[src/rtl/masked_sbox_scheduler.sv]
// Purpose: sequences the bytes of a masked 16-byte state (SubBytes) or 4-byte word
//          (SubWord) through one shared, externally instantiated pipelined masked
//          S-box. A byte is issued only in a cycle with fresh randomness. Results are
//          captured strictly in issue order after SBOX_LATENCY edges. Shares are never combined.
// Ports:   in_clock/in_reset (async, active-high); in_valid/out_ready operand handshake
//          (ready only in IDLE); in_word_mode, in_state operand; in_rand_valid/in_rand
//          with out_rand_ready as the issue strobe; out_sbox_a/out_sbox_random to the
//          S-box; in_sbox_b from the S-box; out_valid/in_ready/out_state result handshake.
module masked_sbox_scheduler #(
  parameter int NUM_SHARES   = 2,
  parameter int STAGE_TYPE   = 0,
  parameter int SBOX_LATENCY = 3,
  // Fresh bits per issue: one multiplication-mask set per share pair, and the
  // pipelined inverter flavour (STAGE_TYPE != 0) needs twice as many.
  localparam int NUM_RANDOM  = (NUM_SHARES * (NUM_SHARES - 1) / 2) * ((STAGE_TYPE == 0) ? 18 : 36)
) (
  input  logic                                in_clock,
  input  logic                                in_reset,
  input  logic                                in_valid,
  output logic                                out_ready,
  input  logic                                in_word_mode,
  input  logic [NUM_SHARES-1:0][15:0][7:0]    in_state,
  input  logic                                in_rand_valid,
  input  logic [NUM_RANDOM-1:0]               in_rand,
  output logic                                out_rand_ready,
  output logic [NUM_SHARES-1:0][7:0]          out_sbox_a,
  output logic [NUM_RANDOM-1:0]               out_sbox_random,
  input  logic [NUM_SHARES-1:0][7:0]          in_sbox_b,
  output logic                                out_valid,
  input  logic                                in_ready,
  output logic [NUM_SHARES-1:0][15:0][7:0]    out_state
);

  typedef enum logic [1:0] {IDLE, ISSUE, DRAIN, DONE} state_t;

  state_t                             state_q, state_d;
  logic [4:0]                         issue_idx_q, issue_idx_d;
  logic [4:0]                         cap_idx_q, cap_idx_d;
  logic                               word_mode_q, word_mode_d;
  logic [NUM_SHARES-1:0][15:0][7:0]   operand_q, operand_d;
  logic [NUM_SHARES-1:0][15:0][7:0]   result_q, result_d;
  // One flag per S-box pipeline stage; the tail flag marks a valid S-box output.
  logic [SBOX_LATENCY-1:0]            inflight_q, inflight_d;

  logic       issue;
  logic       capture;
  logic [4:0] last_idx;

  assign issue    = (state_q == ISSUE) && in_rand_valid;
  assign capture  = inflight_q[SBOX_LATENCY-1];
  assign last_idx = word_mode_q ? 5'd3 : 5'd15;

  assign out_ready = (state_q == IDLE);
  assign out_valid = (state_q == DONE);
  assign out_state = result_q;

  always_comb begin
    state_d         = state_q;
    issue_idx_d     = issue_idx_q;
    cap_idx_d       = cap_idx_q;
    word_mode_d     = word_mode_q;
    operand_d       = operand_q;
    result_d        = result_q;
    out_sbox_a      = '0;
    out_sbox_random = '0;
    out_rand_ready  = 1'b0;

    // The tracking pipe advances every cycle, whatever the FSM state.
    inflight_d    = inflight_q << 1;
    inflight_d[0] = issue;

    // Results return in issue order, so the capture counter alone names the byte.
    if (capture) begin
      for (int s = 0; s < NUM_SHARES; s++) begin
        result_d[s][cap_idx_q[3:0]] = in_sbox_b[s];
      end
      cap_idx_d = cap_idx_q + 5'd1;
    end

    case (state_q)
      IDLE: begin
        if (in_valid) begin
          operand_d   = in_state;
          // Bytes that are never issued (4..15 in word mode) pass straight through.
          result_d    = in_state;
          word_mode_d = in_word_mode;
          issue_idx_d = '0;
          cap_idx_d   = '0;
          state_d     = ISSUE;
        end
      end
      ISSUE: begin
        if (in_rand_valid) begin
          for (int s = 0; s < NUM_SHARES; s++) begin
            out_sbox_a[s] = operand_q[s][issue_idx_q[3:0]];
          end
          out_sbox_random = in_rand;
          out_rand_ready  = 1'b1;
          issue_idx_d     = issue_idx_q + 5'd1;
          if (issue_idx_q == last_idx) begin
            state_d = DRAIN;
          end
        end
      end
      DRAIN: begin
        if (capture && (cap_idx_q == last_idx)) begin
          state_d = DONE;
        end
      end
      DONE: begin
        if (in_ready) begin
          state_d = IDLE;
        end
      end
      default: state_d = IDLE;
    endcase
  end

  always_ff @(posedge in_clock or posedge in_reset) begin
    if (in_reset) begin
      state_q     <= IDLE;
      issue_idx_q <= '0;
      cap_idx_q   <= '0;
      word_mode_q <= 1'b0;
      operand_q   <= '0;
      result_q    <= '0;
      inflight_q  <= '0;
    end else begin
      state_q     <= state_d;
      issue_idx_q <= issue_idx_d;
      cap_idx_q   <= cap_idx_d;
      word_mode_q <= word_mode_d;
      operand_q   <= operand_d;
      result_q    <= result_d;
      inflight_q  <= inflight_d;
    end
  end

endmodule
[config.mk]
export PLATFORM = sky130hd
export DESIGN_NAME = masked_sbox_scheduler
export DESIGN_NICKNAME = d
export VERILOG_FILES = /design/src/rtl/masked_sbox_scheduler.sv
export SDC_FILE = /design/constraint.sdc
export NUM_CORES = 1
export LEC_CHECK = 0
export CORE_AREA = 2 2 232 234
export CTS_CLUSTER_SIZE = 8
export DETAILED_ROUTE_END_ITERATION = 8
export DIE_AREA = 0 0 234 236
export PLACE_DENSITY_LB_ADDON = 0.2
export SYNTH_ARGS = -nofsm -noshare
export SYNTH_HDL_FRONTEND = slang
export SYNTH_SLANG_ARGS = --single-unit
[constraint.sdc]
create_clock -name in_clock -period 30.4 [get_ports in_clock]
set_clock_uncertainty 0.2 [all_clocks]
set_input_delay 3.04 -clock in_clock [delete_from_list [all_inputs] [get_ports in_clock]]
set_output_delay 3.04 -clock in_clock [all_outputs]
set_load 0.01 [all_outputs]
# [Word level (Yosys, flattened, before mapping)]
# Index checks and enable logic that the tools add are counted.
[op_classes] add_sub_neg=2 n_mux=30 order_cmp=3 reduce_logical=8 n_eq_ne=10
[op_table] operator="$mux 256" count=3
[op_table] operator="$bwmux 128" count=2
[op_table] operator="$bmux 8 s4" count=2
[op_table] operator="$mux 18" count=2
[op_table] operator="$demux 8 s4" count=1
[op_table] operator="$mux 16" count=2
[op_table] operator="$mux 5" count=5
[op_table] operator="$mux 8" count=3
[op_table] operator="$add 5x1->5 const B" count=2
[op_table] operator="$eq 5x4->1" count=2
[op_table] operator="$lt 4x5->1 const B" count=2
[op_table] operator="$mux 2" count=5
[op_table] operator="$pmux 5 s2" count=1
[op_table] operator="$pmux 2 s4" count=1
[op_table] operator="$ne 2x2->1 const B" count=3
[op_table] operator="$reduce_and 5->1" count=1
[op_table] operator="$eq 2x2->1 const B" count=2
[op_table] operator="$ge 4x1->1 const B" count=1
[op_table] operator="$mux 4" count=1
[op_table] operator="$ne 2x1->1 const B" count=2
[op_table] operator="$logic_and 1x1->1" count=3
[op_table] operator="$reduce_and 3->1" count=1
[op_table] operator="$eq 2x1->1 const B" count=1
[op_table] operator="$logic_not 2->1" count=1
[op_table] operator="other kinds (3)" count=4
[word_totals] out_inout_bits=293 elab_cells=122 reg_bits=528 inputBits=296

# [Longest topological paths before layout]
# Gate-level depths: netlist of run 1.
[depth] ltp_word=8 ltp_mapped=9 mapped_depth_nobuf=6

# [Least setup slack after synthesis of run 1]
# OpenSTA, ideal clock, no wires.
[synth_timing] path_kind="input -> output" start="input port in_rand_valid" end="output port out_sbox_a[0] (netlist name)" path_buffers=3 path_stages=6 t_required_ns=27.160 arrival_time_ns=4.077 setup_slack_ns=23.083 cell_sequence="and2_1 > clkbuf_1 > nand2b_2 > clkbuf_1 > clkbuf_1 > o22ai_1"
[synth_lines] item="start, declared" line_no="23" source="input logic in_rand_valid,"
[synth_lines] item="end, declared" line_no="26" source="output logic [NUM_SHARES-1:0][7:0] out_sbox_a,"

==> results of run 1 <==
sequential cells by signal, indices dropped and copies added, names as in the netlist:
register and count:
cap_idx_q 5, word_mode_q 1, out_state 256, issue_idx_q 5, operand_q 256, state_q 2
inflight_q 3
report_power, final:
group | switching, W | leakage [nW] | internal (W) | total, W
Combinational | 0.000683 | 8.15 | 0.000655 | 0.00134
Clock | 0.000295 | 0.989 | 0.000457 | 0.000752
Sequential | 0.000223 | 6.57 | 0.00104 | 0.00126
Total | 0.00120 | 15.7 | 0.00215 | 0.00335
per-layer routing:
metal  wire (um)  vias up  share of wire (%)  GRT usage (%)
li1            -     8439                  -              -
met1       35200     9542                 42           41.5
met2       38600      821                 46           46.2
met3        6540      164                7.8           7.01
met4        3000        4                3.6           11.7
met5          25        -              0.030              0
worst paths after layout:
kind                                               from                          to  slack [ns]  cells past startpoint
max in group asynchronous                      in_reset  operand_q[202]$_DFFE_PP0P_       25.08                      4
worst min register to register  inflight_q[1]$_DFF_PP0_     inflight_q[2]$_DFF_PP0_        0.17                      0
worst max register to register   state_q[0]$_DFFE_PP0P_    out_state[231]$_DFF_PP0_       26.87                      7
min in group asynchronous                      in_reset     out_state[52]$_DFF_PP0_        2.79                      2
worst max-delay path                      in_rand_valid               out_sbox_a[7]       21.06                      5
worst min-delay path            inflight_q[1]$_DFF_PP0_     inflight_q[2]$_DFF_PP0_        0.17                      0
cell type report:
| class | count | area, um^2 | share of cell area [%] |
|---|---|---|---|
| Tap cell | 696 | 871 | 2.75 |
| Clock buffer | 83 | 2000 | 6.32 |
| Clock inverter | 2 | 16.3 | 0.0514 |
| Timing Repair Buffer | 620 | 6140 | 19.4 |
| Antenna cell | 11 | 27.5 | 0.0869 |
| Multi-Input combinational cell | 1496 | 9350 | 29.5 |
| Inverter | 8 | 37.5 | 0.119 |
| Sequential cell | 528 | 13200 | 41.7 |
cells by family (layout without fill, tap and decap cells):
group                    count (synthesis)  count (layout)  synth area share, %
AO/OA/AOI/OAI                          284             284                 6.33
XOR/XNOR                                 6               6                0.227
adder cells (fa/ha/maj)                 10              10                0.539
buffers and inverters                  159             713                 2.80
flip-flops                             528             528                 57.0
multiplexers                           356             356                 18.8
other                                    0              11                    0
AND/OR/NAND/NOR                        840             840                 14.3
placed cells by master, fill, tap and decap left out, types with 5 or more instances in the layout:
| cell | n |
|---|---|
| nand2_1 | 780 |
| clkdlybuf4s50_1 | 588 |
| dfrtp_1 | 526 |
| mux2i_1 | 291 |
| o21ai_1 | 257 |
| clkbuf_16 | 79 |
| mux4_2 | 64 |
| buf_4 | 31 |
| and3_1 | 18 |
| o22ai_1 | 16 |
| diode_2 | 11 |
| ha_1 | 10 |
| nand3_1 | 9 |
| nor2_1 | 8 |
| inv_1 | 6 |
| xor2_1 | 5 |
| nand4_1 | 5 |
stage by stage:
stage / instance area (um^2) / power (W) / util [%] / instances
2_1_floorplan: 23200 / 0.00191 / - / 2183
3_3_place_gp: 29600 / 0.00256 / 55.8 / 3348
3_5_place_dp: 29600 / 0.00259 / 55.8 / 3348
4_1_cts: 31600 / 0.00336 / 59.6 / 3433
5_1_grt: 31700 / 0.00353 / 59.7 / 3442
6_report: 31700 / 0.00335 / 59.7 / 3444
==> impl_metrics.tcl, run 1 <==
set metrics [dict create \
    setup_total_negative_slack_ns 0 \
    hold_viol 0 \
    cellPowerDensity_mw_per_mm2 106 \
    layout_min_cycle_time_ns 9.34 \
    post_cts_resize_count 0 \
    layout-drive-gt1-share_pct 6.94 \
    post-synth-top-count-cell "nand2_1" \
    synth_top_area_cell "dfrtp_1" \
    drcViolationCount 0 \
    num_vias 18970 \
    buffer_ports.inserted 588 \
    cts-root-buf "clkbuf_16" \
    io_pins 589 \
    routed_wirelength_um 83300 \
    path_category_of_the_worst_min_delay_check "reg2reg" \
    dpl.hpwl_um 59400 \
    die_y_um 236 \
    synth_enable_flop_cells 0 \
    synth_flop_cell "dfrtp_1" \
    layout.filler_cells 4407 \
    gp_congestion 0.901 \
    finish.net_count 3036 \
    ant_nets 0 \
    start_util_pct 43.7 \
    setup_repair_after_global_routing_missed_its_margin "no" \
    slowest_delay_ns 0.88 \
    critical_path.max_fanout 24 \
    outcome "complete, no violations" \
    cts_tree "built" \
    vias_per_cell 5.51 \
    place_worst_setup_slack_ns 21.10 \
    required_ns 27.16 \
    layout_setup_ws_ns 21.06 \
    routed_wirelength_normalized_by_instance_count_um 24.2 \
    ir_drop_mv 0.0590 \
    total_overflow_reported_by_the_global_router 0 \
    cts-buffers-inserted 76 \
    timing.critical_path.mode_cell "clkdlybuf4s50_1" \
    die_x_um 234 \
    worst_path_dominant_cell_family "buffers and inverters" \
    grt_antenna_before_repair 12 \
    clk_latency_ns 0.60 \
    synth_commonest_cells "nand2_1 (781), dfrtp_1 (528), mux2i_1 (291)" \
    synth.top_cell.area_share_pct 57.0 \
    setup_viol_count_final 0 \
    first_global_vias 19281 \
    seq_area_frac_synth_pct 57.0 \
    clkTransAtPathRegs_ns 0.05 \
    core_region_area_mm2 0.0531 \
    p_leak_nw 15.7 \
    fp.dieArea_mm2 0.0552 \
    crit_type "in2out" \
    worstSetupEndpointType "output pin" \
    syn_area_mm2 0.0232 \
    cts_buffer_depth 3 \
    grt_pass1_wl_um 123000 \
    finalMaxSlewViolations 0 \
    crit_slowest_cell "clkdlybuf4s50_1" \
    syn-num-nets 2489 \
    hold_buffers 0 \
    drt_pass_1_iters 5 \
    tightestPinTransition_ns 1.23 \
    yosys_register_bits 528 \
    largest_net_degree_at_the_start_of_global_routing 169 \
    critical_path_buf_inv_count 2 \
    post_cts.repair.setup_buffers 0 \
    drt_first_iter_violations 1624 \
    synthesis.area_per_instance_um2 10.6 \
    max_slew_headroom_pct 18.0 \
    post_synth_main_area_contributors "dfrtp_1 (57%), nand2_1 (13%), mux2i_1 (13%), mux4_2 (6.2%), o21ai_1 (5.5%)" \
    yosysUniqueCellTypes 37 \
    crit_path_launch_type "input port" \
    clock_sink_count 528 \
    syn_inst 2183 \
    layout-area-overhead-vs-synth_pct 36.5 \
    max_clock_freq_mhz 107 \
    max_cap_violations 0 \
    path_cells "clkdlybuf4s50_1 -> and2_1 -> nand2_1 -> o22ai_1 -> clkdlybuf4s50_1" \
    yosys_warning_total 0 \
    crit_arrival_ns 6.10 \
    cts.htree.levels 3 \
    timing.hold.ws_ns 0.166 \
    proportion_of_register_bits_with_asynchronous_set_or_reset_after_synthesis_pct 100 \
    final_min_period_over_clock_period_pct 30.7 \
    floorplan.rows 85 \
    track_usage_pct 30.1 \
]
(Power assumes the default switching activity.)
==> run 2, diff against run 1 <==
--- a/config.mk
+++ b/config.mk
@@ -5,10 +5,10 @@
 export SDC_FILE = /design/constraint.sdc
 export NUM_CORES = 1
 export LEC_CHECK = 0
-export CORE_AREA = 2 2 232 234
+export CORE_MARGIN = 2
+export CORE_UTILIZATION = 45
 export CTS_CLUSTER_SIZE = 8
 export DETAILED_ROUTE_END_ITERATION = 8
-export DIE_AREA = 0 0 234 236
 export PLACE_DENSITY_LB_ADDON = 0.2
 export SYNTH_ARGS = -nofsm -noshare
 export SYNTH_HDL_FRONTEND = slang
==> constraint.sdc (replaced) <==
create_clock -name in_clock -period 7.7 [get_ports in_clock]
set_clock_uncertainty 0.2 [all_clocks]
set_input_delay 0.77 -clock in_clock [delete_from_list [all_inputs] [get_ports in_clock]]
set_output_delay 0.77 -clock in_clock [all_outputs]
set_load 0.01 [all_outputs]
==> run 2 against run 1 <==
Net effect: global-route usage is 0.85 points higher; critical path depth stayed put; final area hardly changed; combinational power grew to 3.9 times the previous value; clock power grew to 3.9 times the previous value; cell count is 0.67% lower; count of clock-buffer cells in the layout is 2 lower; register-to-register slack worse by 22 ns; largest cell class unchanged.
==> impl_metrics.tcl, run 2 (same netlist as run 1, synthesis figures left out) <==
set metrics [dict create \
    r2r-start "state_q[0]$_DFFE_PP0P_" \
    layout_common_cells "nand2_1 (780), clkdlybuf4s50_1 (588), dfrtp_1 (526)" \
    post_cts_resize_count 0 \
    holdPathEnd "inflight_q[2]$_DFF_PP0_" \
    comb_power_share_pct 39.2 \
    cellPowerDensity_mw_per_mm2 416 \
    layout-drive-gt1-share_pct 6.98 \
    io_pins 589 \
    cts_tree "built" \
    setup_viol_count_final 0 \
    seq_power_share_pct 38.3 \
    routed_wirelength_normalized_by_instance_count_um 24.3 \
    met2_wirelength_um 38400 \
    path_category_of_the_worst_min_delay_check "reg2reg" \
    post_cts.repair.setup_buffers 0 \
    crit_arrival_ns 3.78 \
    path_cells "buf_4 -> mux4_2 -> mux2i_1 -> o22ai_1 -> clkdlybuf4s50_1" \
    max_cap_violations 0 \
    drt_first_iter_violations 1723 \
    die_x_um 231 \
    final_cell_count_no_fill 3421 \
    cts.htree.levels 3 \
    met3WireLength_um 6440 \
    cts-buffers-inserted 76 \
    required_ns 6.73 \
    placed_cells_incl_taps 3330 \
    max_clock_freq_mhz 210 \
    floorplan.rows 83 \
    final_common_cell "nand2_1" \
    layout.filler_cells 4266 \
    hold_buffers 0 \
    first_global_vias 19292 \
    finalMaxSlewViolations 0 \
    drcViolationCount 0 \
    worst_path_dominant_cell_family "buffers and inverters" \
    worst_r2r_path_depth 7 \
    hp-start "inflight_q[1]$_DFF_PP0_" \
    critical_path.reg2reg.endpoint "operand_q[241]$_DFFE_PP0P_" \
    track_usage_pct 31.0 \
    buffer_ports.inserted 588 \
    hold_path_depth 0 \
    largest_net_degree_at_the_start_of_global_routing 187 \
    drt_pass_1_iters 5 \
    total_overflow_reported_by_the_global_router 0 \
    ant_nets 0 \
    clk_latency_ns 0.59 \
    final_min_period_over_clock_period_pct 61.7 \
    fp.dieArea_mm2 0.0534 \
    core_region_area_mm2 0.0511 \
    crit_type "reg2out" \
    clkTransAtPathRegs_ns 0.06 \
    switching_power_w 0.00470 \
    grt_antenna_before_repair 4 \
    critical_path.max_fanout 43 \
    ir_drop_mv 0.225 \
    layout_min_cycle_time_ns 4.75 \
    pwr-share-clk_pct 22.5 \
    finish.net_count 3034 \
    top_signal_layer_used "met4" \
    gp_congestion 0.890 \
    finished_cell_area_mm2 0.0317 \
    routed_wirelength_um 83100 \
    cts-root-buf "clkbuf_16" \
    outcome "complete, no violations" \
    p_leak_nw 15.7 \
    place_area_mm2 0.0296 \
    tightestPinTransition_ns 1.19 \
    critical_path_buf_inv_count 2 \
    setup_repair_after_global_routing_missed_its_margin "no" \
    crit_path_launch_type "flop" \
    die_y_um 231 \
    cts_buffer_depth 3 \
    slowest_delay_ns 1.02 \
    start_util_pct 45.4 \
    max_slew_headroom_pct 20.1 \
    ff2ff_setup_slack_ns 4.41 \
    intPower_w 0.00848 \
    crit_slowest_cell "dfrtp_4" \
    worstSetupEndpointType "output pin" \
    met1Wirelength_um 35500 \
    grt_pass1_wl_um 123000 \
    hold_viol 0 \
    num_vias 18887 \
    clock_sink_count 528 \
    sw_frac_of_total_pct 35.7 \
    dpl.hpwl_um 59000 \
    vias_per_cell 5.52 \
    layout-area-overhead-vs-synth_pct 36.5 \
]
==> run 2: changes by cell type in the layout (fill, tap and decap cells not counted), sizes merged <==
cell,previous run,this run
clkbuf,83,81
diode,11,4
clkinv,0,1
inv,9,11
buf,32,30
clkinvlp,1,2
==> run 2: how the worst max path moves through the flow <==
stage	slack, ns	from	to	cells after the start
floorplan	-0.45	in_reset	cap_idx_q[0]$_DFF_PP0_	1
global route	2.76	issue_idx_q[0]$_DFFE_PP0P_	out_sbox_a[1]	5
global placement	3.28	in_rand_valid	out_sbox_a[15]	5
detailed placement	3.22	in_rand_valid	out_sbox_a[15]	5
finish	2.95	issue_idx_q[0]$_DFFE_PP0P_	out_sbox_a[1]	5
CTS	2.84	issue_idx_q[0]$_DFFE_PP0P_	out_sbox_a[1]	5
==> run 2: cell type report <==
type / instances / area (um^2) / area share [%]
well taps: 680 / 851 / 2.69
repair buffers: 618 / 6160 / 19.5
diodes: 4 / 10.0 / 0.0316
clock inverters: 6 / 58.8 / 0.186
flip-flops and latches: 528 / 13200 / 41.8
inverters: 8 / 33.8 / 0.107
clock buffers: 81 / 1970 / 6.23
multi-input cells: 1496 / 9350 / 29.5
==> run 2: routing by layer <==
metal	GRT usage [%]	vias to the layer above
met5	0	-
met3	6.59	145
met4	11.5	0
li1	-	8420
met2	48.1	824
met1	43.0	9498
==> run 2: worst register-to-register path, delay by kind of cell, from the launching register on <==
kind	cells	cell delay [ns]
buf+inv	3	1.43
fa+ha+maj	1	0.33
flops	1	0.37
simple gates	3	0.89
==> run 2: per-stage QoR <==
stage	power, W	util, %	hold WS, ns	worst slack (ns)	setup TNS (ns)
2_1_floorplan	0.00753	-	0.131	-0.446	-235.55
3_3_place_gp	0.0100	58.0	0.138	3.28	0
5_1_grt	0.0139	62.0	0.171	2.76	0
6_report	0.0132	62.0	0.161	2.95	0
4_1_cts	0.0132	61.9	0.159	2.84	0
3_5_place_dp	0.0102	58.0	0.143	3.22	0
==> run 2: power groups by stage <==
stage               clock (W)  sequential (W)  combinational, W
detailed placement          0         0.00504           0.00513
finish                0.00296         0.00505           0.00516
global placement            0         0.00499           0.00503
global route          0.00313         0.00519           0.00559
CTS                   0.00302         0.00503           0.00517
floorplan                   0         0.00499           0.00254
